### src/rtl/alu_pipe_pkg.sv
// Shared definitions for the execute-stage ALU: opcodes, NZCV bit positions,
// FSM state encoding and a small opcode classification helper.
package alu_pipe_pkg;

  localparam logic [3:0] ALU_MOV = 4'b0001;
  localparam logic [3:0] ALU_ADD = 4'b0010;
  localparam logic [3:0] ALU_ADC = 4'b0011;
  localparam logic [3:0] ALU_SUB = 4'b0100;
  localparam logic [3:0] ALU_SBC = 4'b0101;
  localparam logic [3:0] ALU_AND = 4'b0110;
  localparam logic [3:0] ALU_ORR = 4'b0111;
  localparam logic [3:0] ALU_EOR = 4'b1000;
  localparam logic [3:0] ALU_MVN = 4'b1001;
  localparam logic [3:0] ALU_MUL = 4'b1010;

  // Bit positions inside the {N,Z,C,V} status vector
  localparam int FLAG_N = 3;
  localparam int FLAG_Z = 2;
  localparam int FLAG_C = 1;
  localparam int FLAG_V = 0;

  typedef enum logic {
    ST_IDLE = 1'b0,
    ST_MUL  = 1'b1
  } state_e;

  // Only the adder-based ops produce meaningful C and V
  function automatic logic is_arith(input logic [3:0] cmd);
    return (cmd == ALU_ADD) || (cmd == ALU_ADC) ||
           (cmd == ALU_SUB) || (cmd == ALU_SBC);
  endfunction

endpackage

### src/rtl/alu_pipe_seq_mul.sv
// Iterative shift-add multiplier producing the low DATA_W bits of a*b.
// A start pulse captures the operands; one multiplier bit is consumed per
// cycle for DATA_W cycles, after which done stays high and p stays stable
// until the next start.
module alu_seq_mul #(
  parameter int DATA_W = 32
) (
  input  logic              clk,
  input  logic              rst,
  input  logic              start,
  input  logic [DATA_W-1:0] a,
  input  logic [DATA_W-1:0] b,
  output logic              done,
  output logic [DATA_W-1:0] p
);

  localparam int CNT_W = $clog2(DATA_W);

  logic [DATA_W-1:0] mcand_q;
  logic [DATA_W-1:0] mplier_q;
  logic [DATA_W-1:0] acc_q;
  logic [CNT_W-1:0]  cnt_q;
  logic              busy_q;
  logic              done_q;

  // Load operands on start, then add the shifted multiplicand for each set multiplier bit
  always_ff @(posedge clk or posedge rst) begin
    if (rst) begin
      mcand_q  <= '0;
      mplier_q <= '0;
      acc_q    <= '0;
      cnt_q    <= '0;
      busy_q   <= 1'b0;
      done_q   <= 1'b0;
    end else if (start) begin
      mcand_q  <= a;
      mplier_q <= b;
      acc_q    <= '0;
      cnt_q    <= '0;
      busy_q   <= 1'b1;
      done_q   <= 1'b0;
    end else if (busy_q) begin
      acc_q    <= acc_q + (mplier_q[0] ? mcand_q : '0);
      mcand_q  <= mcand_q << 1;
      mplier_q <= mplier_q >> 1;
      cnt_q    <= cnt_q + 1'b1;
      if (cnt_q == CNT_W'(DATA_W - 1)) begin
        busy_q <= 1'b0;
        done_q <= 1'b1;
      end
    end
  end

  assign done = done_q;
  assign p    = acc_q;

endmodule

### src/rtl/alu_pipe.sv
// Execute-stage ALU: single-cycle arithmetic/logic ops and an optional
// iterative multiply behind a valid/ready handshake, with a one-entry output
// register and an internal NZCV status register.
//
// Handshake: a transfer happens on a rising edge where valid && ready are both
// high; valid, once raised, holds its payload stable until that transfer, and
// ready may depend combinationally on the other side's valid/ready.
module alu_pipe
  import alu_pipe_pkg::*;
#(
  parameter int DATA_W = 32,
  parameter bit MUL_EN = 1'b1
) (
  input  logic              clk,
  input  logic              rst,
  input  logic              in_valid,
  output logic              in_ready,
  input  logic [3:0]        exec_cmd,
  input  logic              s_en,
  input  logic [DATA_W-1:0] in1,
  input  logic [DATA_W-1:0] in2,
  output logic              out_valid,
  input  logic              out_ready,
  output logic [DATA_W-1:0] result,
  output logic [3:0]        nzcv,
  output state_e            dbg_state
);

  localparam int MSB = DATA_W - 1;

  state_e            state_q, state_d;
  logic              out_valid_q, out_valid_d;
  logic [DATA_W-1:0] result_q, result_d;
  logic [3:0]        nzcv_q, nzcv_d;
  logic              mul_s_en_q, mul_s_en_d;

  logic              out_free;
  logic              accept;
  logic              is_mul;
  logic              mul_start;
  logic              mul_done;
  logic [DATA_W-1:0] mul_p;

  logic [DATA_W-1:0] add_b;
  logic              add_cin;
  logic              is_sub;
  logic [DATA_W:0]   sum;
  logic [DATA_W-1:0] alu_res;
  logic              alu_c;
  logic              alu_v;

  // The output register can take a new result if it is empty or draining this edge
  assign out_free = !out_valid_q || out_ready;
  assign in_ready = !rst && (state_q == ST_IDLE) && out_free;
  assign accept   = in_valid && in_ready;
  assign is_mul   = MUL_EN && (exec_cmd == ALU_MUL);

  // Single-cycle datapath: one DATA_W+1 bit adder shared by ADD/ADC/SUB/SBC
  always_comb begin
    add_b   = in2;
    add_cin = 1'b0;
    is_sub  = 1'b0;
    case (exec_cmd)
      ALU_ADC: add_cin = nzcv_q[FLAG_C];
      ALU_SUB: begin add_b = ~in2; add_cin = 1'b1;           is_sub = 1'b1; end
      ALU_SBC: begin add_b = ~in2; add_cin = nzcv_q[FLAG_C]; is_sub = 1'b1; end
      default: ;
    endcase
    sum = {1'b0, in1} + {1'b0, add_b} + {{DATA_W{1'b0}}, add_cin};
    alu_c = sum[DATA_W];
    if (is_sub) alu_v = (in1[MSB] != in2[MSB]) && (sum[MSB] != in1[MSB]);
    else        alu_v = (in1[MSB] == in2[MSB]) && (sum[MSB] != in1[MSB]);
    case (exec_cmd)
      ALU_MOV: alu_res = in2;
      ALU_MVN: alu_res = ~in2;
      ALU_ADD, ALU_ADC, ALU_SUB, ALU_SBC: alu_res = sum[DATA_W-1:0];
      ALU_AND: alu_res = in1 & in2;
      ALU_ORR: alu_res = in1 | in2;
      ALU_EOR: alu_res = in1 ^ in2;
      default: alu_res = in1;
    endcase
  end

  // FSM next state, output-register load and flag update
  always_comb begin
    state_d     = state_q;
    out_valid_d = out_valid_q && !out_ready;
    result_d    = result_q;
    nzcv_d      = nzcv_q;
    mul_s_en_d  = mul_s_en_q;
    mul_start   = 1'b0;
    case (state_q)
      ST_IDLE: begin
        if (accept) begin
          if (is_mul) begin
            state_d    = ST_MUL;
            mul_start  = 1'b1;
            mul_s_en_d = s_en;
          end else begin
            out_valid_d = 1'b1;
            result_d    = alu_res;
            if (s_en) begin
              nzcv_d[FLAG_N] = alu_res[MSB];
              nzcv_d[FLAG_Z] = (alu_res == '0);
              if (is_arith(exec_cmd)) begin
                nzcv_d[FLAG_C] = alu_c;
                nzcv_d[FLAG_V] = alu_v;
              end
            end
          end
        end
      end
      ST_MUL: begin
        // Hold the finished product here until the output register is free
        if (mul_done && out_free) begin
          state_d     = ST_IDLE;
          out_valid_d = 1'b1;
          result_d    = mul_p;
          if (mul_s_en_q) begin
            nzcv_d[FLAG_N] = mul_p[MSB];
            nzcv_d[FLAG_Z] = (mul_p == '0);
          end
        end
      end
      default: state_d = ST_IDLE;
    endcase
  end

  // State, output register and status register
  always_ff @(posedge clk or posedge rst) begin
    if (rst) begin
      state_q     <= ST_IDLE;
      out_valid_q <= 1'b0;
      result_q    <= '0;
      nzcv_q      <= '0;
      mul_s_en_q  <= 1'b0;
    end else begin
      state_q     <= state_d;
      out_valid_q <= out_valid_d;
      result_q    <= result_d;
      nzcv_q      <= nzcv_d;
      mul_s_en_q  <= mul_s_en_d;
    end
  end

  generate
    if (MUL_EN) begin : g_mul
      alu_seq_mul #(.DATA_W(DATA_W)) u_mul (
        .clk   (clk),
        .rst   (rst),
        .start (mul_start),
        .a     (in1),
        .b     (in2),
        .done  (mul_done),
        .p     (mul_p)
      );
    end else begin : g_no_mul
      assign mul_done = 1'b0;
      assign mul_p    = '0;
    end
  endgenerate

  assign out_valid = out_valid_q;
  assign result    = result_q;
  assign nzcv      = nzcv_q;
  assign dbg_state = state_q;

endmodule

### config.mk
export PLATFORM = sky130hd
export DESIGN_NAME = alu_pipe
export DESIGN_NICKNAME = d
export VERILOG_FILES = /design/src/rtl/alu_pipe_pkg.sv /design/src/rtl/alu_pipe_seq_mul.sv /design/src/rtl/alu_pipe.sv
export SDC_FILE = /design/constraint.sdc
export NUM_CORES = 1
export LEC_CHECK = 0
export BUFFER_PORTS_ARGS = -buffer_cell sky130_fd_sc_hd__buf_2
export CAP_MARGIN = 20
export CELL_PAD_IN_SITES_DETAIL_PLACEMENT = 1
export CELL_PAD_IN_SITES_GLOBAL_PLACEMENT = 1
export CORE_MARGIN = 2
export CORE_UTILIZATION = 42
export CTS_CLUSTER_DIAMETER = 80
export DETAILED_ROUTE_END_ITERATION = 10
export GPL_TIMING_DRIVEN = 0
export PLACE_DENSITY = 0.77
export SYNTH_ARGS = -nofsm -noshare
export SYNTH_HDL_FRONTEND = slang
export SYNTH_SLANG_ARGS = --single-unit
### constraint.sdc
create_clock -name clk -period 5.03 [get_ports clk]
set_input_delay 0.7545 -clock clk [delete_from_list [all_inputs] [get_ports clk]]
set_output_delay 0.7545 -clock clk [all_outputs]
set_load 0.05 [all_outputs]
* After elaboration in Yosys (flattened, before gate mapping)
Cells that the tools add are included.
Cells by class: $add $sub $neg 4, eq/ne operators 19, multiplexer cells 40, bitwise operators 6, reduce and logical (&&, ||, !) cells 26
Operator list (count):
- $mux W32 | 11
- $pmux W32 S6 | 1
- $logic_not A32 Y1 | 2
- $pmux W32 S2 | 1
- $add A32 B32 Y33 | 1
- $add A33 B1 Y33 | 1
- $add A32 B32 Y32 | 1
- $and A32 B32 Y32 | 1
- $not A32 Y32 | 1
- $or A32 B32 Y32 | 1
- $xor A32 B32 Y32 | 1
- $eq A4 B3 Y1 const B | 4
- $mux W1 | 15
- $eq A4 B4 Y1 const B | 3
- $mux W4 | 3
- $mux W5 | 2
- $reduce_and A5 Y1 | 2
- $eq A4 B2 Y1 const B | 2
- $logic_and A1 B1 Y1 | 7
- $mux W2 | 3
- $ne A2 B2 Y1 const B | 3
- $pmux W1 S2 | 3
- $reduce_and A3 Y1 | 2
- $add A5 B1 Y5 const B | 1
- other kinds (13) | 23
Word-level totals: flip-flop bits (word level) 142, bits of input ports 73, output and inout bits 39

* Longest topological paths before layout
Gate-level depths: netlist of the first run.
depth after elaboration 13, mapped depth 20, depth with buffers taken out 17

* By module
From an unflattened synthesis of the first run, not the netlist that was laid out.
Second synthesis, totals: cells, all modules 1683, area total of the unflattened synthesis 13471.7 µm²
Modules (own cells, without submodules):
- alu_pipe | times used 1, cells each 1004, area each 7164.4 µm²
- alu_seq_mul | times used 1, cells each 679, area each 6307.3 µm²

* Worst setup path after synthesis of the first run
OpenSTA, ideal clock, no wires.
path type input -> register, start input rst, end register nzcv_q[2], in the netlist nzcv[2], data arrival time 6.141 ns, path slack -1.202 ns, stages 11, cells stage by stage inv_1 and3_1 clkbuf_1 nand4_1 a211oi_1 o2111ai_1 nor4bb_1 nand4_1 nor4_1 nand4b_1 o31ai_2
On the way: cells in the longest elaborated chain, start to end 6
RTL lines:
- start, declared | RTL line alu_pipe.sv:15 | input logic rst,
- $logic_not A1 Y1 (no source line)
- $logic_and A1 B1 Y1 (2 in series) | RTL line alu_pipe.sv:54 | assign in_ready = !rst && (state_q == ST_IDLE) && out_free;
- named net in_ready | RTL line alu_pipe.sv:17 | output logic in_ready,
- $logic_and A1 B1 Y1 | RTL line alu_pipe.sv:55 | assign accept = in_valid && in_ready;
- $ne A2 B2 Y1 (no source line)
- $reduce_and A5 Y1 (no source line)
- end signal, assigned | RTL line alu_pipe.sv:141 | nzcv_q <= nzcv_d;
- end, declared | RTL line alu_pipe.sv:34 | logic [3:0] nzcv_q, nzcv_d;
The timed path passes the listed nets, and every way through them passes these cells. A chain may end at the register's enable or synchronous reset.

* Worst setup path in the final report of the first run
start input exec_cmd[3], end register nzcv_q[2], in the netlist nzcv[2]
On the way: cells in the longest elaborated chain, start to end 11, elaborated cells between the ends (all ways) 25
RTL lines:
- start, declared | RTL line alu_pipe.sv:18 | input logic [3:0] exec_cmd,
- $eq A4 B3 Y1 | RTL line alu_pipe.sv:63, alu_pipe.sv:73
- $reduce_or A2 Y1 (no source line)
- $mux W32
- $add A32 B32 Y33 | RTL line alu_pipe.sv:69 | sum = {1'b0, in1} + {1'b0, add_b} + {{DATA_W{1'b0}}, add_cin};
- $add A33 B1 Y33 | RTL line alu_pipe.sv:69
- $pmux W32 S6 | RTL line alu_pipe.sv:73 | case (exec_cmd)
- $logic_not A32 Y1 | RTL line alu_pipe.sv:104 | nzcv_d[FLAG_Z] = (alu_res == '0);
- $mux W4 | RTL line alu_pipe.sv:102 | if (s_en) begin
- $mux W4 | RTL line alu_pipe.sv:95 | if (is_mul) begin
- $mux W4 | RTL line alu_pipe.sv:94 | if (accept) begin
- $pmux W2 S2 | RTL line alu_pipe.sv:92 | case (state_q)
Parallel ways exist; a longest one is shown, timed or not. The select of a mux whose other input is x is not followed.

==> results of run 1 <==
[routing by layer]
metal	vias to the layer above	global-route usage (%)	share of wire (%)
met3	93	4.05	5.5
met4	0	11.5	3.3
li1	5913	-	-
met5	-	0	0
met1	6523	41.2	43
met2	409	53.2	48
[cells in the mapped netlist, types with 25 or more instances]
master / count / area share (%)
sky130_fd_sc_hd__clkbuf_1: 79 / 2.3
sky130_fd_sc_hd__ha_1: 128 / 12
sky130_fd_sc_hd__and2_1: 39 / 1.9
sky130_fd_sc_hd__inv_1: 85 / 2.5
sky130_fd_sc_hd__a21oi_1: 102 / 3.9
sky130_fd_sc_hd__a21o_1: 25 / 1.4
sky130_fd_sc_hd__dfrtp_1: 142 / 27
sky130_fd_sc_hd__o21ai_0: 130 / 5.0
sky130_fd_sc_hd__nor2_1: 127 / 3.7
sky130_fd_sc_hd__xnor2_1: 59 / 4.0
sky130_fd_sc_hd__mux2i_1: 111 / 8.6
sky130_fd_sc_hd__nand2_1: 156 / 4.5
[area by class of cell]
cell class / count / area [sq um] / share of cell area, %
multi-input combinational: 1253 / 8870 / 59.9
sequential: 142 / 3550 / 24.0
timing repair buffer: 114 / 618 / 4.18
tap: 396 / 495 / 3.35
clock buffer: 18 / 429 / 2.90
buffer: 89 / 365 / 2.47
inverter: 86 / 327 / 2.21
clock inverter: 14 / 150 / 1.01
[cells in the final DEF (no fill, tap or decap), types with 6 or more instances in the layout]
cell type,synthesis,layout
sky130_fd_sc_hd__a211oi_1,12,11
sky130_fd_sc_hd__a21o_1,25,25
sky130_fd_sc_hd__a21oi_1,102,101
sky130_fd_sc_hd__a221oi_1,8,7
sky130_fd_sc_hd__a222oi_1,10,10
sky130_fd_sc_hd__a22oi_1,7,7
sky130_fd_sc_hd__a31oi_1,11,11
sky130_fd_sc_hd__and2_1,39,38
sky130_fd_sc_hd__and3_1,11,11
sky130_fd_sc_hd__and3b_1,6,6
sky130_fd_sc_hd__buf_1,6,6
sky130_fd_sc_hd__buf_2,8,116
sky130_fd_sc_hd__clkbuf_1,79,67
sky130_fd_sc_hd__clkbuf_16,0,17
sky130_fd_sc_hd__clkbuf_2,0,7
sky130_fd_sc_hd__dfrtp_1,142,142
sky130_fd_sc_hd__ha_1,128,128
sky130_fd_sc_hd__inv_1,85,84
sky130_fd_sc_hd__mux2i_1,111,111
sky130_fd_sc_hd__nand2_1,156,156
sky130_fd_sc_hd__nand2b_1,14,14
sky130_fd_sc_hd__nand3_1,24,24
sky130_fd_sc_hd__nand4_1,15,15
sky130_fd_sc_hd__nand4b_1,6,6
sky130_fd_sc_hd__nor2_1,127,127
sky130_fd_sc_hd__nor2b_1,14,14
sky130_fd_sc_hd__nor3_1,24,23
sky130_fd_sc_hd__nor4_1,11,9
sky130_fd_sc_hd__o2111ai_1,11,11
sky130_fd_sc_hd__o211a_1,11,11
sky130_fd_sc_hd__o211ai_1,20,20
sky130_fd_sc_hd__o21a_1,16,15
sky130_fd_sc_hd__o21ai_0,130,129
sky130_fd_sc_hd__o21ai_1,13,12
sky130_fd_sc_hd__o21bai_1,6,6
sky130_fd_sc_hd__o22ai_1,8,7
sky130_fd_sc_hd__or3_1,10,10
sky130_fd_sc_hd__xnor2_1,59,59
sky130_fd_sc_hd__xor2_1,24,24
[flip-flops by register name, indices dropped and copies added, names as in the netlist]
name                  flops
out_valid                 1
result                   32
g_mul.u_mul.cnt_q         5
mul_s_en_q                1
g_mul.u_mul.mplier_q     32
dbg_state                 1
g_mul.u_mul.mcand_q      32
g_mul.u_mul.busy_q        1
g_mul.u_mul.done          1
g_mul.u_mul.p            32
nzcv                      4
[power by group through the flow]
stage / registers [uW] / logic, uW / clock network, uW
after floorplan: 2170 / 2830 / 0
after global placement: 2010 / 3950 / 0
after detailed placement: 2040 / 4110 / 0
after CTS: 2020 / 4180 / 1310
after global routing: 2080 / 4680 / 1360
final: 2030 / 4240 / 1300
[logic make-up after synthesis]
family | count (synthesis) | share of synthesized area, %
multiplexers | 115 | 8.90
AND/OR/NAND/NOR | 485 | 18.2
flip-flops | 142 | 27.3
buffers and inverters | 179 | 5.25
XOR/XNOR | 83 | 5.59
AO/OA/AOI/OAI | 439 | 21.9
adder cells (fa/ha/maj) | 131 | 12.8
[path summary, 6_finish.rpt]
check                             from          to  slack [ns]
min                                rst   out_valid        0.47
max reg2reg                    nzcv[1]     nzcv[2]        0.93
max in group asynchronous          rst  result[20]        3.61
min in group clk            mul_s_en_q  mul_s_en_q        0.48
min reg2reg                 mul_s_en_q  mul_s_en_q        0.48
max                        exec_cmd[3]     nzcv[2]        0.15
[what timing repair did]
item / 4_1_cts / 5_1_grt
hold buffers: 0 / 0
pin swaps: 1 / 1
hold endpoints to repair: 0 / 0
setup endpoints to repair: 24 / 7
setup buffers: 1 / 0
gates resized for setup: 19 / 22
[per-stage QoR]
step | setup WS [ns] | setup TNS (ns) | instances | power (uW) | utilization [%]
final | 0.145 | 0 | 2112 | 7570 | 48.5
after global routing | 0.00632 | 0 | 2112 | 8120 | 48.5
after CTS | 0.000959 | 0 | 2114 | 7520 | 48.4
after detailed placement | -1.68 | -25.05 | 2083 | 6140 | 46.2
after global placement | -1.66 | -149.11 | 2079 | 5970 | 46.0
after floorplan | 0.0159 | 0 | 1574 | 5000 | -
[critical path, cell delays in order]
cell and delay, ns:
sky130_fd_sc_hd__buf_2 0.11, sky130_fd_sc_hd__clkbuf_2 0.22, sky130_fd_sc_hd__nor2b_1 0.30, sky130_fd_sc_hd__and2_4 0.27, sky130_fd_sc_hd__clkbuf_2 0.37, sky130_fd_sc_hd__xnor2_1 0.17
sky130_fd_sc_hd__ha_1 0.31, sky130_fd_sc_hd__o21ai_2 0.30, sky130_fd_sc_hd__nor4b_4 0.08, sky130_fd_sc_hd__buf_4 0.17, sky130_fd_sc_hd__o31ai_4 0.31, sky130_fd_sc_hd__a21oi_1 0.16
sky130_fd_sc_hd__a2bb2oi_1 0.20, sky130_fd_sc_hd__a221oi_2 0.32, sky130_fd_sc_hd__mux2i_1 0.12, sky130_fd_sc_hd__a221o_1 0.36, sky130_fd_sc_hd__or4_1 0.48, sky130_fd_sc_hd__o31ai_2 0.23
==> results.txt, run 1 <==
* Via density per instance: approximately 6.1
- The finished cells cover approximately 15000 sq um.
- Entering global routing, the biggest net connects 39 pins.
- Data on the critical path is required at its endpoint by roughly 5.4 ns.
- Largest driver fanout on the critical path: 10
- Commonest register cell after synthesis: sky130_fd_sc_hd__dfrtp_1
* Portion of total power attributed to the clock network: 17.2%
- Placed inst area: between 10000 and 15000 sq um
- CTS built an H-tree with a depth of 4.
- Synthesis produced between 1500 and 2000 cells.
- Max-cap violation count: 0
* Overall die area: approximately 32000 sq um
* Number of antenna violations at the first check in global routing: 0
- In this run the power density over the cells is between 500 and 600 nW/um^2.
- STA puts the critical path data arrival time at approximately 5.2 ns.
- Status: completed
- Timing would allow up to 205 MHz.
- First-pass detailed-route iteration total: 7
* Post-route DRC: 0
- Kind of critical path: primary input to flop
- Detail-routed net length per standard cell: between 20 and 25 um
- Row count: 64
* Number of I/O pins: 112
* Reg clk slew, reported paths: roughly 0.07 ns
- Crit end category: flop
- CTS saw ~140 sinks.
- The share of total power dissipated in combinational logic is 56.0%.
- The repair_antennas step left the layout with diodes totalling 0.
* Number of global-route vias before repair: 13300
* Area added between synthesis and finish: 13.9%
- The worst-case IR drop observed on VDD is 294 uV.
- Clock latency on the worst-skew pair, taken at its later pin, is between 0.4 and 0.5 ns.
- Core area: 30500 sq um
* Global-route congestion overflow total: 0
* Post-synth EDFFs: 0
- HPWL reported at the end of detailed placement: 39600 um
- Across the routed clock network, the largest skew measured is 0.0144 ns.
- Yosys cell types: 77
* Total setup violations reported at the end of the flow: 0
* Total nets after synthesis: between 1500 and 2000
- Routed wire length: between 50000 and 60000 um
* Number of antenna-violating nets in the routed design: 0
* RSZ-0062 raised after global routing: no
* Total internal power: roughly 4000 uW
- Slew @ Worst Pin: 0.926 ns
- Net load switching power: around 3600 uW
- For the worst flop-to-flop path, the logic depth is 14.
- In this run the tool buffered the top-level ports with between 100 and 150 buffer cells.
- The synthesized design contains approximately 140 register bits.
- The number of clock buffers added by TritonCTS is 17.
* Clock Root Buffer: sky130_fd_sc_hd__clkbuf_16
- Vias after detailed routing: about 13000
- The first global-routing pass estimated about 79000 um of wire.
- Post-synthesis instance area: 13000 sq um
- In the global route stage, overall resource usage came out at between 30% and 40%.
- Mean area per synthesized cell: 8.26 sq um
- Effective utilization at floorplan: roughly 43%
- Share of post-route cells with drive strength above 1: ~11%
* Sort of element at the start of the critical path: primary input
* Routability-driven placement congestion ratio: between 0.9 and 1
- Die Height: 180 um
- Registers are responsible for between 20% and 30% of the overall power.
- Sequential elements use about 27% of the synthesized area.
* Final count of pins violating max slew: 0
* DIE WIDTH: about 180 um
- During synthesis, Yosys emitted a total of 0 warnings.
- Fraction of power spent switching nets: approximately 48%
* Class of the worst hold path: primary input to asynchronous set/reset pin
- The clock passes through at most 2 buffers.
- TritonCTS built the clock tree.
- Number of filler instances in the final layout: approximately 3700
* Hold Slack: approximately 0.47 ns
* Post-route fraction of the period consumed by the critical path: between 90% and 100%
- For this block, the initial DRC count from the detailed router was between 1000 and 1500.
- Number of failing hold endpoints at the final stage: 0
- Share of async-settable or async-resettable flops after synthesis: 100%
- The clock period could shrink to between 4 and 5 ns.
- The worst pin sits at a relative slew slack of around 38%.
- After the last flow step, the layout net total stands at 1907.
- Summed over all cells, the static leakage comes to 0.00679 uW.
(Power assumes the default switching activity.)
==> run 2, diff against run 1 <==
--- a/config.mk
+++ b/config.mk
@@ -17,4 +17,5 @@
 export PLACE_DENSITY = 0.77
 export SYNTH_ARGS = -nofsm -noshare
 export SYNTH_HDL_FRONTEND = slang
+export SYNTH_HIERARCHICAL = 1
 export SYNTH_SLANG_ARGS = --single-unit
==> run 2 against run 1 <==
Effect of this change: sequential power about the same; clock skew down 0.0020 ns; critical path type unchanged; largest cell class unchanged; synthesized area up 3.7%.
==> results.txt, run 2 <==
- Global-route congestion overflow total: 0 (unchanged)
* Maximum buffer depth of the clock tree: 2 (unchanged)
* Yosys cell types: 87 (+13%)
- Clock latency at the later pin of the worst-skew pair: 0.45 ns (about the same)
- Number of failing hold endpoints at the final stage: 0 (unchanged)
- Top achievable clock speed: 203 MHz (-1.0%)
- Largest area contributor in the netlist: sky130_fd_sc_hd__dfrtp_1
- Row count: 65 (+1.6%)
- The final weighted congestion in routability-driven placement was 0.958 (+2.1%).
- The critical path is of the primary input to flop type.
* Endpoint arrival time on the critical path: 5.31 ns (+0.07 ns)
- The width of the die came to 183 um (+1.8%).
- The total I/O pin count was 112 (unchanged).
- The half-perimeter wire length of the detailed placement result is 43500 um (+9.7%).
* Slew @ Worst Pin: 0.968 ns (+0.0418 ns)
* Area added between synthesis and finish: 15.0%
- Yosys warning total: 6 (+6)
* Design area: 15500 sq um (+4.6%)
- # port buffers: 110 (+0.92%)
- End of the worst register-to-register path: nzcv[2]
- Ranked by total cell area, the synthesized netlist is headed by sky130_fd_sc_hd__dfrtp_1 26%, sky130_fd_sc_hd__ha_1 12%, sky130_fd_sc_hd__mux2i_1 7.2%.
- The share of async-settable or async-resettable flops after synthesis was 100% (unchanged).
* Inserted Clock Buffers: 17 (unchanged)
- Pwr Density: 513 nW/um^2 (+0.28%)
* Largest driver fanout on the critical path: 19 (+9)
- The area occupied by multi-input gates came to 9240 sq um (+4.2%).
- The headroom to the max-slew limit was 35.5% (-2.4 points).
- The min-delay analysis places its worst path in the category primary input to asynchronous set/reset pin.
- Top-count cell post-synth: sky130_fd_sc_hd__nand2_1
* Post-Place Setup Slack: -1.81 ns (-0.129 ns)
* Status: completed
* Die Height: 183 um (+1.8%)
- The total of hold buffers inserted after clock tree synthesis is 0 (unchanged).
- Reg clk slew, reported paths: 0.06 ns (about the same)
- Cell leakage power: 0.00711 uW (+4.8%)
- Length in cells of the worst reg-to-reg path: 16 (+2)
* Number of placed instances with taps included: 2196 (+5.4%)
- The post-route DRC violation count came to 0 (unchanged).
- The filler cell count in the final layout came to 3918 (+5.1%).
- The part of the Yosys area used for sequential elements is 26.4% (-0.97 points).
- Pin count of the biggest net entering global routing: 70 (+79%)
- The final total power came to 7940 uW (+4.9%).
- Placed inst area: 14600 sq um (+3.2%)
- The initial cell density of the core came to 42.7% (+0.10 points).
- Setup repair after global routing left no endpoint under its margin.
- The net count of the mapped netlist is 1887 (+6.1%).
* Clock tree from TritonCTS: done
* Total negative slack for setup checks: 0 ns (unchanged)
* Overall die area: 33500 sq um (+3.6%)
* Mean area per synthesized cell: 8.00 sq um (-3.0%)
- Number of H-tree branching levels: 4 (unchanged)
- The global-route wire length before repair was 83400 um (+5.3%).
* Routed wire length: 55100 um (+8.1%)
* Share of post-route cells with drive strength above 1: 12.6% (+1.3 points)
* Via density per instance: 6.13 (about the same)
- Clock skew after layout: 0.0123 ns (-0.00202 ns)
* Clock Root Buffer: sky130_fd_sc_hd__clkbuf_16
- Most common cell after layout, fill and taps aside: sky130_fd_sc_hd__nand2_1
* Detailed router's first-iteration violation count: 1153 (+11%)
- Vias after detailed routing: 13700 (+5.9%)
- Max-cap violation count: 0 (unchanged)
- The final layout net count came to 2027 (+6.3%).
- Final count of pins violating max slew: 0 (unchanged)
* Post-synth EDFFs: 0 (unchanged)
- Clock sink count: 142 (unchanged)
* Sort of element at the start of the critical path: primary input
- By count the netlist is led by 202 x sky130_fd_sc_hd__nand2_1, 173 x sky130_fd_sc_hd__o21ai_0, 142 x sky130_fd_sc_hd__dfrtp_1, 128 x sky130_fd_sc_hd__ha_1.
- The slack of the worst reg-to-reg path came to 0.89 ns (-0.04 ns).
- Worst path required time: 5.41 ns (+0.02 ns)
- The via count of the first global-routing pass was 14000 (+5.4%).
- The core footprint was 31600 sq um (+3.4%).
- The worst setup path is captured at a flop.
- The area share of the largest cell type after synthesis was 26.4% (-0.97 points).
- Number of antenna violations at the first check in global routing: 0 (unchanged)
- In the layout the commonest cells are 201 x sky130_fd_sc_hd__nand2_1, 172 x sky130_fd_sc_hd__o21ai_0, 142 x sky130_fd_sc_hd__dfrtp_1, 128 x sky130_fd_sc_hd__ha_1.
- Register area: 3550 sq um (unchanged)
* Global routing usage summed across all routing layers: 32.9% (+1.5 points)
- Detail-routed net length per standard cell: 24.6 um (+2.1%)
* Non-filler instance count after layout: 2237 (+5.9%)
- The number of antenna cells inserted came to 0 (unchanged).
* Commonest register cell after synthesis: sky130_fd_sc_hd__dfrtp_1
* Total setup violations reported at the end of the flow: 0 (unchanged)
- The detailed-router iteration count before antenna repair is 9 (+2).
- The maximum ir drop on the vdd rail is 281 uV (-4.6%).
* Post-route fraction of the period consumed by the critical path: 98.1% (+1.0 points)
* Number of antenna-violating nets in the routed design: 0 (unchanged)
- The area of the mapped netlist is 13500 sq um (+3.7%).
- The count of mapped cells out of synthesis was 1683 (+6.9%).
* Launch instance of the worst register-to-register path: nzcv[1]
* Flop and latch count out of synthesis: 142 (unchanged)
- Worst setup margin: 0.0950 ns (-0.0503 ns)
- The final critical path time including I/O delays and setup came to 4.93 ns (+0.0503 ns).
[run 2: changes by cell type after synthesis, sizes merged, moves of 9 or more]
| cell | before | now |
|---|---|---|
| a21oi | 102 | 125 |
| buf | 14 | 29 |
| mux2i | 111 | 97 |
| nand2 | 156 | 202 |
| nor3 | 25 | 16 |
| o211a | 11 | 2 |
| o21ai | 143 | 180 |
| o22ai | 8 | 20 |
| xnor2 | 59 | 68 |
[run 2: worst max-delay path by stage]
stage / from / slack [ns] / depth (start not counted) / end
floorplan: exec_cmd[3] / 0.17 / 19 / nzcv[2]
global placement: exec_cmd[3] / -1.75 / 21 / nzcv[2]
detailed placement: exec_cmd[3] / -1.81 / 21 / nzcv[2]
CTS: exec_cmd[3] / 0.002 / 21 / nzcv[2]
global route: exec_cmd[3] / 0.03 / 21 / nzcv[2]
finish: exec_cmd[3] / 0.1 / 19 / nzcv[2]
[run 2: per-layer routing]
| metal | wire length (um) | share of wire, % | vias up | track usage [%] |
|---|---|---|---|---|
| met2 | 26100 | 47 | 540 | 55.5 |
| met4 | 3190 | 5.8 | 0 | 17.1 |
| met3 | 3280 | 6.0 | 142 | 4.49 |
| met1 | 22500 | 41 | 6775 | 41.0 |
| li1 | - | - | 6245 | - |
| met5 | 0 | 0 | - | 0 |
[run 2: critical path, stage by stage]
cell and delay (ns):
sky130_fd_sc_hd__buf_2 0.15, sky130_fd_sc_hd__buf_6 0.17, sky130_fd_sc_hd__buf_4 0.19, sky130_fd_sc_hd__nor3b_2 0.20
sky130_fd_sc_hd__buf_6 0.18, sky130_fd_sc_hd__clkbuf_8 0.22, sky130_fd_sc_hd__xnor2_1 0.16, sky130_fd_sc_hd__ha_1 0.33
sky130_fd_sc_hd__and2_4 0.19, sky130_fd_sc_hd__a221oi_4 0.32, sky130_fd_sc_hd__a21oi_1 0.17, sky130_fd_sc_hd__o21ai_2 0.34
sky130_fd_sc_hd__nand2_2 0.14, sky130_fd_sc_hd__a211o_4 0.38, sky130_fd_sc_hd__or4_1 0.47, sky130_fd_sc_hd__nor4_4 0.37
sky130_fd_sc_hd__nand4_1 0.15, sky130_fd_sc_hd__nor4_2 0.27, sky130_fd_sc_hd__a211o_1 0.14
[run 2: metrics by stage]
step | hold WS, ns | utilization [%]
2_1_floorplan | 0.481 | -
3_3_place_gp | 0.461 | 46.0
3_5_place_dp | 0.475 | 46.1
4_1_cts | 0.399 | 48.9
5_1_grt | 0.415 | 49.1
6_report | 0.395 | 49.1
[run 2: final cells by class]
class,instances,share of cell area (%)
plain buffers,106,3.33
clock buffers,22,3.13
clock inverters,9,1.01
inverters,92,2.25
multi-input cells,1338,59.6
flip-flops and latches,142,22.9
well taps,402,3.25
repair buffers,126,4.46
[run 2: repair_timing]
item	4_1_cts	5_1_grt
gates resized for setup	35	20
gates cloned	0	0
buffers inserted	11	4
endpoints found under the setup margin	28	6
pin swaps	10	6
[run 2: cell families after synthesis]
logic type | synth area share (%)
DFF | 26.4
xor gates and xnor gates | 6.18
adders and majority gates | 12.3
buffers and inverters | 6.21
and+or+nand+nor | 17.1
muxes | 7.54
AOI/OAI and AO/OA | 24.3
[run 2: where the power goes]
part | internal, uW | switching (uW)
sequential | 1620 | 446
combinational | 1710 | 2770
clock | 881 | 521
